**src/rtl/c499_resp_misr.sv**
```systemverilog
// Response compactor for the key-locked c499 netlist: folds each valid output vector into a MISR and
// compares the final signature with a golden value. Optional abort support via C499_MISR_ABORT_EN.
module c499_resp_misr #(
    parameter int unsigned      WIDTH        = 32,
    parameter logic [WIDTH-1:0] POLY         = WIDTH'(32'h04C11DB7),
    parameter logic [WIDTH-1:0] SEED         = WIDTH'(32'hFFFFFFFF),
    parameter int unsigned      NUM_PATTERNS = 1024,
    parameter int unsigned      CNT_W        = 16
) (
    input  logic             clk,
    input  logic             rst,
    input  logic             start,
    input  logic             resp_valid,
    input  logic [WIDTH-1:0] resp_data,
    input  logic [WIDTH-1:0] golden_sig,
`ifdef C499_MISR_ABORT_EN
    input  logic             abort,
    output logic             aborted,
`endif
    output logic             busy,
    output logic             done,
    output logic             pass,
    output logic [WIDTH-1:0] signature,
    output logic [CNT_W-1:0] pattern_cnt
);

    localparam logic [CNT_W-1:0] LAST_CNT = CNT_W'(NUM_PATTERNS - 1);

    typedef enum logic [1:0] {
        IDLE = 2'd0,
        RUN  = 2'd1,
        DONE = 2'd2
    } state_t;

    state_t           state;
    logic [WIDTH-1:0] next_sig;
    logic             last_pattern;

    // Shift left, fold the outgoing MSB back through the polynomial taps, then mix in the response.
    always_comb begin
        next_sig = {signature[WIDTH-2:0], 1'b0}
                 ^ (signature[WIDTH-1] ? POLY : {WIDTH{1'b0}})
                 ^ resp_data;
    end

    assign last_pattern = resp_valid && (pattern_cnt == LAST_CNT);

    always_ff @(posedge clk) begin
        if (rst) begin
            state       <= IDLE;
            signature   <= SEED;
            pattern_cnt <= '0;
            busy        <= 1'b0;
            done        <= 1'b0;
            pass        <= 1'b0;
`ifdef C499_MISR_ABORT_EN
            aborted     <= 1'b0;
`endif
        end else begin
            case (state)
                IDLE, DONE: begin
                    if (start) begin
                        state       <= RUN;
                        signature   <= SEED;
                        pattern_cnt <= '0;
                        busy        <= 1'b1;
                        done        <= 1'b0;
                        pass        <= 1'b0;
`ifdef C499_MISR_ABORT_EN
                        aborted     <= 1'b0;
`endif
                    end
                end
                RUN: begin
`ifdef C499_MISR_ABORT_EN
                    // Abort beats a coincident final pattern: nothing is compacted.
                    if (abort) begin
                        state   <= DONE;
                        busy    <= 1'b0;
                        done    <= 1'b1;
                        pass    <= 1'b0;
                        aborted <= 1'b1;
                    end else begin
`else
                    begin
`endif
                        if (resp_valid) begin
                            signature   <= next_sig;
                            pattern_cnt <= pattern_cnt + CNT_W'(1);
                            if (last_pattern) begin
                                state <= DONE;
                                busy  <= 1'b0;
                                done  <= 1'b1;
                                pass  <= (next_sig == golden_sig);
                            end
                        end
                    end
                end
                default: begin
                    state <= IDLE;
                    busy  <= 1'b0;
                    done  <= 1'b0;
                    pass  <= 1'b0;
                end
            endcase
        end
    end

endmodule

```
**config.mk**
```make
export PLATFORM = sky130hd
export DESIGN_NAME = c499_resp_misr
export DESIGN_NICKNAME = d
export VERILOG_FILES = /design/src/rtl/c499_resp_misr.sv
export SDC_FILE = /design/constraint.sdc
export NUM_CORES = 1
export LEC_CHECK = 0
export CAP_MARGIN = 25
export CORE_MARGIN = 2
export CORE_UTILIZATION = 63
export CTS_CLUSTER_DIAMETER = 150
export CTS_CLUSTER_SIZE = 25
export DETAILED_ROUTE_END_ITERATION = 6
export DONT_BUFFER_PORTS = 1
export HOLD_SLACK_MARGIN = 0.03
export PLACE_DENSITY = 0.83
export SYNTH_ARGS = -nofsm -noshare
export SYNTH_HDL_FRONTEND = slang
export SYNTH_SLANG_ARGS = --single-unit
export TNS_END_PERCENT = 10
```
**constraint.sdc**
```tcl
create_clock -name clk -period 2.5 [get_ports clk]
set_clock_uncertainty 0.2 [all_clocks]
set_input_delay 0 -clock clk [delete_from_list [all_inputs] [get_ports clk]]
set_output_delay 0 -clock clk [all_outputs]
set_load 0.005 [all_outputs]
```
# Word-level counts from Yosys, hierarchy flattened
# Cells that the tools add are included.
[classes]
eq_ne = 7
n_bitwise = 2
n_reduce_logical = 6
muxes = 22
n_addsub = 1
[op_table]
columns = ["op", "count"]
rows = [
  ["two-way mux 32 bit", 2],
  ["case mux 32 bit (2 select lines)", 1],
  ["equality test 32 bit", 1],
  ["two-way mux 16 bit", 2],
  ["case mux 16 bit (2 select lines)", 1],
  ["bitwise XOR 32 x 27 -> 32 bit", 1],
  ["bitwise XOR 32 bit", 1],
  ["two-way mux 27 bit", 1],
  ["adder 16 x 1 -> 16 bit (second input constant)", 1],
  ["equality test 16 x 10 -> 1 bit (second input constant)", 1],
  ["two-way mux 1 bit", 8],
  ["two-way mux 2 bit", 3],
  ["!= test 2 bit (second input constant)", 3],
  ["case mux 1 bit (2 select lines)", 3],
  ["AND reduction 3 bit", 2],
  ["case mux 2 bit (2 select lines)", 1],
  ["equality test 2 x 1 -> 1 bit (second input constant)", 1],
  ["equality test 2 bit (second input constant)", 1],
  ["zero test 2 bit", 1],
  ["nonzero test 2 bit", 1],
  ["OR reduction 2 bit", 1],
  ["logical AND 1 bit", 1],
]
[totals]
register_bits = 53
out_inout_bits = 51
elab_cells = 44

# Depth between registers and ports, before layout
# Gate-level depths: netlist (run 1).
[depth]
depth_word = 7
mapped_depth = 7

# Worst setup path after synthesis (run 1)
# No wires, ideal clock.
[synth_timing]
kind = "register -> register"
start = "register pattern_cnt[10]"
end = "register pass"
period_less_slack_ns = 2.294
arrival_time_ns = 2.007
path_buffers = 0
stages_incl_launch_ff = 7
required_ns = 2.213
slack_ns = 0.206
cell_sequence = "dfxtp_1 or3_1 or4_4 clkinv_2 o2111ai_1 or4_1 o31ai_1"
[synth_between]
elab_chain_len = 4
[synth_rtl]
columns = ["item", "line_no", "source"]
rows = [
  ["start, declared", "24", "output logic [CNT_W-1:0] pattern_cnt"],
  ["start signal, assigned", "89", "pattern_cnt <= pattern_cnt + CNT_W'(1);"],
  ["equality test 16 x 10 -> 1 bit", "46", "assign last_pattern = resp_valid && (pattern_cnt == LAST_CNT);"],
  ["logical AND 1 bit", "46", ""],
  ["!= test 2 bit (no source line)", "n/a", ""],
  ["AND reduction 3 bit (no source line)", "n/a", ""],
  ["end signal, assigned", "94", "pass <= (next_sig == golden_sig);"],
  ["end, declared", "22", "output logic pass,"],
]
# No other way between the ends.
# A chain may end at the register's enable or synchronous reset.

# Final worst setup path (run 1)
[layout_timing]
start = "register signature[16]"
end = "register pass"
[layout_between]
elab_chain_len = 6
[layout_rtl]
columns = ["item", "line_no", "source"]
rows = [
  ["start, declared", "23", "output logic [WIDTH-1:0] signature,"],
  ["start signal, assigned", "88", "signature <= next_sig;"],
  ["bitwise XOR 32 x 27 -> 32 bit", "42", "^ (signature[WIDTH-1] ? POLY : {WIDTH{1'b0}})"],
  ["bitwise XOR 32 bit", "43", "^ resp_data;"],
  ["equality test 32 bit", "94", ""],
  ["two-way mux 1 bit", "90", "if (last_pattern) begin"],
  ["two-way mux 1 bit", "87", "if (resp_valid) begin"],
  ["case mux 1 bit (2 select lines)", "60", "case (state)"],
]
# No other way between the ends. The select of a mux whose other input is x is not followed.

==> reports/metrics.cfg, run 1 <==
[global_routing]
grt_pass1_wl_mm=14.55
global_route.usage.total_pct=34.84
grt_max_degree=54
antenna_found_initial=0
gr-total-overflow=0
first_global_vias=3014

[run_status]
status=finished clean

[yosys]
yosysUniqueCellTypes=45
synth_top_cell_by_area=dfxtp_1
yosys.cell_count.top_type=xnor2_1
yosysWarnings=0
fraction_of_synthesis_flops_using_an_asynchronous_set_or_reset_pin_pct=0
netlist_instances=350
synth_nets=419
synth_ff_type=dfxtp_1
yosys-top-cells-area=dfxtp_1 34%, xnor2_1 18%, nand2b_1 6.1%, xnor3_1 5.8%, xor2_1 5.1%
synthesis.area_sq_um=3092
sequential_to_total_area_share_from_yosys_stat_pct=33.67
syn_area_per_cell_sq_um=8.833
yosys_top_cell_area_share_pct=33.67
synth.top_cells.by_count=62 x xnor2_1, 52 x dfxtp_1, 30 x nand2b_1, 25 x nor2_1
ys_seq_elements=52
synth_edf_count=0

[final_layout]
multi_input_comb_area_sq_um=1987
fin_util_pct=83.60
final_cell_count_no_fill=484
antenna-diode-count=0
area.sequential_sq_um=1042
layout-drive-gt1-share_pct=8.873
final_layout_net_count=485
area_growth_pct=27.72
num-fill-cells=258

[clock_network]
cts_tree=done
h-tree-depth=2
cts-buffers-inserted=5
post_cts.repair.setup_buffers=0
clock_insertion_delay_worst_skew_ns=0.32
clockRootBuffer=clkbuf_8
cts.sinks=52
cts-root-to-sink-buffers=2
clk_pin_slew_worst_paths_ns=0.10

[sta]
tightest_slew_ns=0.5186
layout_min_cycle_time_ns=2.426
fin_crit_sh_pct=97.02
clock.fmax_mhz=412.3
timing_hold_violations_final=0
tns_ns=0
count_of_pins_over_their_slew_limit=0
worst_slew_margin_rel_pct=65.18
crit_path_setup_slack_layout_ns=0.07450
setup_viol_count_final=0
grt_setup_unrepaired=false

[power]
p_per_area_nw_per_um2=464.7
leakage_power_figure_nw=1.457
peakVddDrop_mv=0.3290

[detailed_routing]
final_antenna_net_count=0
routed_wl_mm=9.451
route.detailed.drc=0
vias_per_cell=6.374
first_pass_iters=5
route.vias.total=3085
wl_per_cell_um=19.53
initialDrtViolationCount=327

[placement]
detailed_place_hpwl_mm=5.569
globalplace.congestion=0.9518
dp_worst_setup_slack_ns=0.1726
place_inst=418
port_buffers=0

[worst_setup_path]
cp-start-kind=flip-flop
worst_path_max_delay_cell=or4_1
worstPathBufferInverterCount=1
worst_setup_path_end_kind=flip-flop
worst-setup-path-type=flip-flop to flip-flop
crit_path_frequent_cell=xnor2_1
critPathTopFamily=simple AND/OR/NAND/NOR gates
worst-endpoint-required_ns=2.54
cp_cell_sequence=xnor2_1, xnor2_1, nor4_2, buf_4, o2111ai_1, or4_1, o31ai_1
critical_path_peak_fanout=3
crit_arrival_ns=2.47
critical_path.max_stage_delay_ns=0.45
regToRegSetupSlack_ns=0.07

[floorplanning]
chipHeight_um=74.06
boundaryPins=119
initial_core_util_pct=65.46
core_sq_um=4723
std_cell_rows=25
die_width_um=74.06
die_area_sq_um=5484

[job]
max_cap_violations=0

[worst_hold_path]
min_path_type=input port to flip-flop

-- power by group --
group	internal, mW	switching, mW
clock network	0.201	0.297
registers	0.852	0.0300
logic	0.233	0.223
total	1.29	0.550
-- sequential cells by signal, summed over array words and instances (netlist names) --
register / cells
pattern_cnt: 16
pass: 1
busy: 1
done: 1
state: 1
signature: 32
-- area by class of cell --
class                   instances  share of cell area (%)
flip-flops and latches         52                   26.39
repair buffers                 75                   18.38
well taps                      67                   2.123
inverters                       6                  0.6020
multi-input cells             276                   50.32
clock buffers                   6                   1.838
clock inverters                 2                  0.3485
-- stage by stage --
step	hold WS, ns	area [sq um]	power, mW
after floorplan	0.02107	3092	1.165
after global placement	-0.1234	3242	1.225
after detailed placement	-0.1207	3242	1.230
after CTS	0.03456	3899	1.799
after global routing	0.1033	3949	1.895
final	0.1022	3949	1.835
-- worst register-to-register path: stages (launching register included) --
cell,delay [ns]
dfxtp_1,0.38
xnor2_1,0.32
xnor2_1,0.14
nor4_2,0.36
buf_4,0.17
o2111ai_1,0.12
or4_1,0.45
o31ai_1,0.23
-- worst paths after layout --
| path | cells past startpoint | end | from |
|---|---|---|---|
| setup / recovery | 7 | pass | signature[16] |
| hold / removal | 6 | pass | golden_sig[15] |
| setup reg to reg | 7 | pass | signature[16] |
| hold reg to reg | 2 | busy | busy |
-- cell usage in the layout (no fill, tap or decap), types with 2 or more instances in the layout --
master / instances
dlygate4sd3_1: 57
xnor2_2: 2
nor3_1: 2
nand3b_1: 2
a21o_1: 2
xor2_1: 18
inv_1: 5
and4_1: 3
nor2_1: 25
nand4_1: 7
buf_4: 17
and3_1: 2
a21oi_1: 8
clkinv_2: 2
o22ai_1: 13
xnor2_1: 60
or3_1: 3
o21ai_0: 21
a31oi_1: 6
clkbuf_8: 5
xnor3_1: 8
o31ai_1: 2
nand2_1: 13
or2_2: 5
nand2b_1: 30
nand3_1: 21
dfxtp_1: 51
o2111ai_1: 4
-- repair_timing --
action | 4_1_cts | 5_1_grt
setup endpoints to repair | 0 | 1
hold buffers | 57 | 0
hold endpoints to repair | 39 | 0
gates resized for setup | 0 | 4
-- layer usage --
metal  global-route usage [%]  part of all wire, %  wire length (um)  up-vias
met5                        0                    0                 0        -
met4                    21.82                  6.7               631        0
met3                    8.130                  9.8               925       69
met2                    59.13                   47              4432      249
met1                    39.44                   37              3462     1409
li1                         -                    -                 -     1358
-- cell families (layout without fill, tap and decap cells) --
logic type	after synthesis	count (layout)	synth area share [%]
DFF	52	52	33.67
and+or+nand+nor	122	122	21.45
adders and majority gates	1	1	0.4046
xor gates and xnor gates	88	88	28.49
buffers and inverters	22	89	2.833
AOI/OAI and AO/OA	65	65	13.15
Power figures use the tool's default switching activity.
==> run 2, diff against run 1 <==
--- a/config.mk
+++ b/config.mk
@@ -7,13 +7,14 @@
 export LEC_CHECK = 0
 export CAP_MARGIN = 25
 export CORE_MARGIN = 2
-export CORE_UTILIZATION = 63
+export CORE_UTILIZATION = 57
 export CTS_CLUSTER_DIAMETER = 150
-export CTS_CLUSTER_SIZE = 25
+export CTS_CLUSTER_SIZE = 40
 export DETAILED_ROUTE_END_ITERATION = 6
 export DONT_BUFFER_PORTS = 1
 export HOLD_SLACK_MARGIN = 0.03
-export PLACE_DENSITY = 0.83
+export PLACE_DENSITY = 0.79
+export SETUP_SLACK_MARGIN = 0.15
 export SYNTH_ARGS = -nofsm -noshare
 export SYNTH_HDL_FRONTEND = slang
 export SYNTH_SLANG_ARGS = --single-unit
==> constraint.sdc (replaced) <==
create_clock -name clk -period 2.2 [get_ports clk]
set_clock_uncertainty 0.2 [all_clocks]
set_input_delay 0 -clock clk [delete_from_list [all_inputs] [get_ports clk]]
set_output_delay 0 -clock clk [all_outputs]
set_load 0.005 [all_outputs]
==> run 2 against run 1 <==
Effect of this change:
- critical path depth decreased by 1
- register-to-register slack got worse by 0.15 ns
- worst hold slack got worse by 0.087 ns
- core utilization decreased by 2.7 points
- combinational power increased by 23%
- clock-buffer cell count increased by 1
- first-iteration DRC count decreased by 24%
- global-route usage decreased by 3.3 points
- non-clock buffer count increased by 19
- cell area increased by 5.9%
- sequential cell count unchanged
- the flow now finishes with violations (negative setup slack)
==> reports/metrics.cfg, run 2 (synthesis gave the netlist of run 1 again) <==
[final_layout]
layout_commonest_cell=xnor2_1
top_regs=signature: 32 flops, pattern_cnt: 16 flops
layout.cell_area.non_filler_sq_um=4183
largest_register_ffs=32
layout-drive-gt1-share_pct=18.35
fin_util_pct=80.87
area_growth_pct=35.29
final_layout_net_count=504
largest-register=signature
commonest_non_fill_non_tap_cells_in_the_layout=56 x xnor2_1, 51 x dlygate4sd3_1, 46 x dfxtp_1
num-fill-cells=321

[power]
p_total_mw=2.135
leakage_power_figure_nw=1.559
p_per_area_nw_per_um2=510.4
peakVddDrop_mv=0.3289

[worst_setup_path]
worst_path_max_delay_cell=or4_1
worst-endpoint-required_ns=2.23
critical_path_peak_fanout=5
worst_setup_path_end_kind=flip-flop
cp-start-kind=flip-flop
crit_arrival_ns=2.30
critical_path.max_stage_delay_ns=0.45
cp_cell_sequence=and4b_1, a211o_1, a2111oi_2, o2111ai_1, or4_1, o31ai_1
worstPathBufferInverterCount=0
worst-setup-path-type=flip-flop to flip-flop
critPathTopFamily=compound AO/OA/AOI/OAI gates

[global_routing]
grt_pass1_wl_mm=15.04
global_route.usage.total_pct=31.55
first_global_vias=3181
antenna_found_initial=0
grt_max_degree=54
gr-total-overflow=0

[sta]
timing_hold_violations_final=0
worst_slew_margin_rel_pct=41.33
fin_crit_sh_pct=103.5
crit_path_setup_slack_layout_ns=-0.07704
grt_setup_unrepaired=true
setup_viol_count_final=1
clock.fmax_mhz=439.2
count_of_pins_over_their_slew_limit=0
layout_min_cycle_time_ns=2.277
tightest_slew_ns=0.8800

[placement]
globalplace.congestion=0.9154
port_buffers=0
detailed_place_hpwl_mm=6.001
dpl-instance-area_sq_um=3460
dp_worst_setup_slack_ns=-0.1079

[floorplanning]
die_area_sq_um=6030
core_sq_um=5172
std_cell_rows=26
boundaryPins=119
initial_core_util_pct=59.77
chipHeight_um=77.65
die_width_um=77.65

[run_status]
failing_checks=negative setup slack
status=finished with violations

[clock_network]
cts-buffers-inserted=5
cts_tree=done
cts-root-to-sink-buffers=2
clk_pin_slew_worst_paths_ns=0.10
post_cts.repair.setup_buffers=0
cts.sinks=52
clockRootBuffer=clkbuf_8
clock_insertion_delay_worst_skew_ns=0.31
h-tree-depth=2

[detailed_routing]
wl_per_cell_um=19.40
routed-wl-met3_um=894
final_antenna_net_count=0
detailroute.wirelength.met2_mm=4.819
routed_wl_mm=9.838
first_pass_iters=5
initialDrtViolationCount=250
route.detailed.drc=0
wl_met1_mm=3.668
vias_per_cell=6.026
maxUsedRoutingLayer=met4
route.vias.total=3055

[job]
max_cap_violations=0

[worst_hold_path]
min_path_type=input port to flip-flop

==> run 2: changes by cell type in the layout (fill, tap and decap cells not counted), sizes merged <==
cell	change
diode	+1
clkinv	-1
clkinvlp	+1
buf	+24
dlymetal6s4s	+1
clkbuf	+1
inv	-1
dlygate4sd3	-6
==> run 2: stage by stage <==
step | hold slack [ns] | cells | setup TNS (ns)
floorplan | 0.02107 | 350 | 0
global placement | -0.1281 | 446 | -0.07376
detailed placement | -0.1256 | 446 | -0.1079
CTS | -0.01344 | 506 | -0.04153
global route | 0.03539 | 506 | -0.1765
finish | 0.01559 | 507 | -0.07704
==> run 2: cell type report <==
cell class	instances	area [sq um]	share of cell area, %
antenna	1	2.502	0.05983
clock buffer	7	86.33	2.064
clock inverter	1	7.507	0.1795
inverter	6	23.77	0.5684
multi-input combinational	276	2069	49.48
sequential	52	1051	25.13
tap	70	87.58	2.094
timing repair buffer	94	854.6	20.43
==> run 2: worst reg2reg max path, stage by stage, from the launching register on <==
cell       delay, ns
dfxtp_2         0.37
and4b_1         0.22
a211o_1         0.30
a2111oi_2       0.30
o2111ai_1       0.17
or4_1           0.45
o31ai_1         0.19
==> run 2: final timing paths <==
path,from,end,slack [ns],cells past startpoint
worst max-delay path,signature[31],pass,-0.08,6
worst min-delay path,resp_data[8],pass,0.02,4
worst max register to register,signature[31],pass,-0.08,6
worst min register to register,busy,busy,0.29,2
==> run 2: per-layer routing <==
metal  GRT usage, %  vias up
li1               -     1386
met1          35.61     1437
met5              0        -
met4          16.25        0
met3          8.837       50
met2          54.05      182
==> run 2: timing repair <==
item / CTS / global route
pin swaps: 0 / 1
gates resized for setup: 3 / 19
endpoints found under the setup margin: 1 / 17
hold buffers: 52 / 0
endpoints found under the hold margin: 45 / 0
==> run 2: power by group <==
| part | switching [mW] | leakage [nW] | internal, mW |
|---|---|---|---|
| Combinational | 0.268 | 1.09 | 0.293 |
| Clock | 0.321 | 0.0445 | 0.256 |
| Sequential | 0.0284 | 0.424 | 0.968 |
| Total | 0.618 | 1.56 | 1.52 |
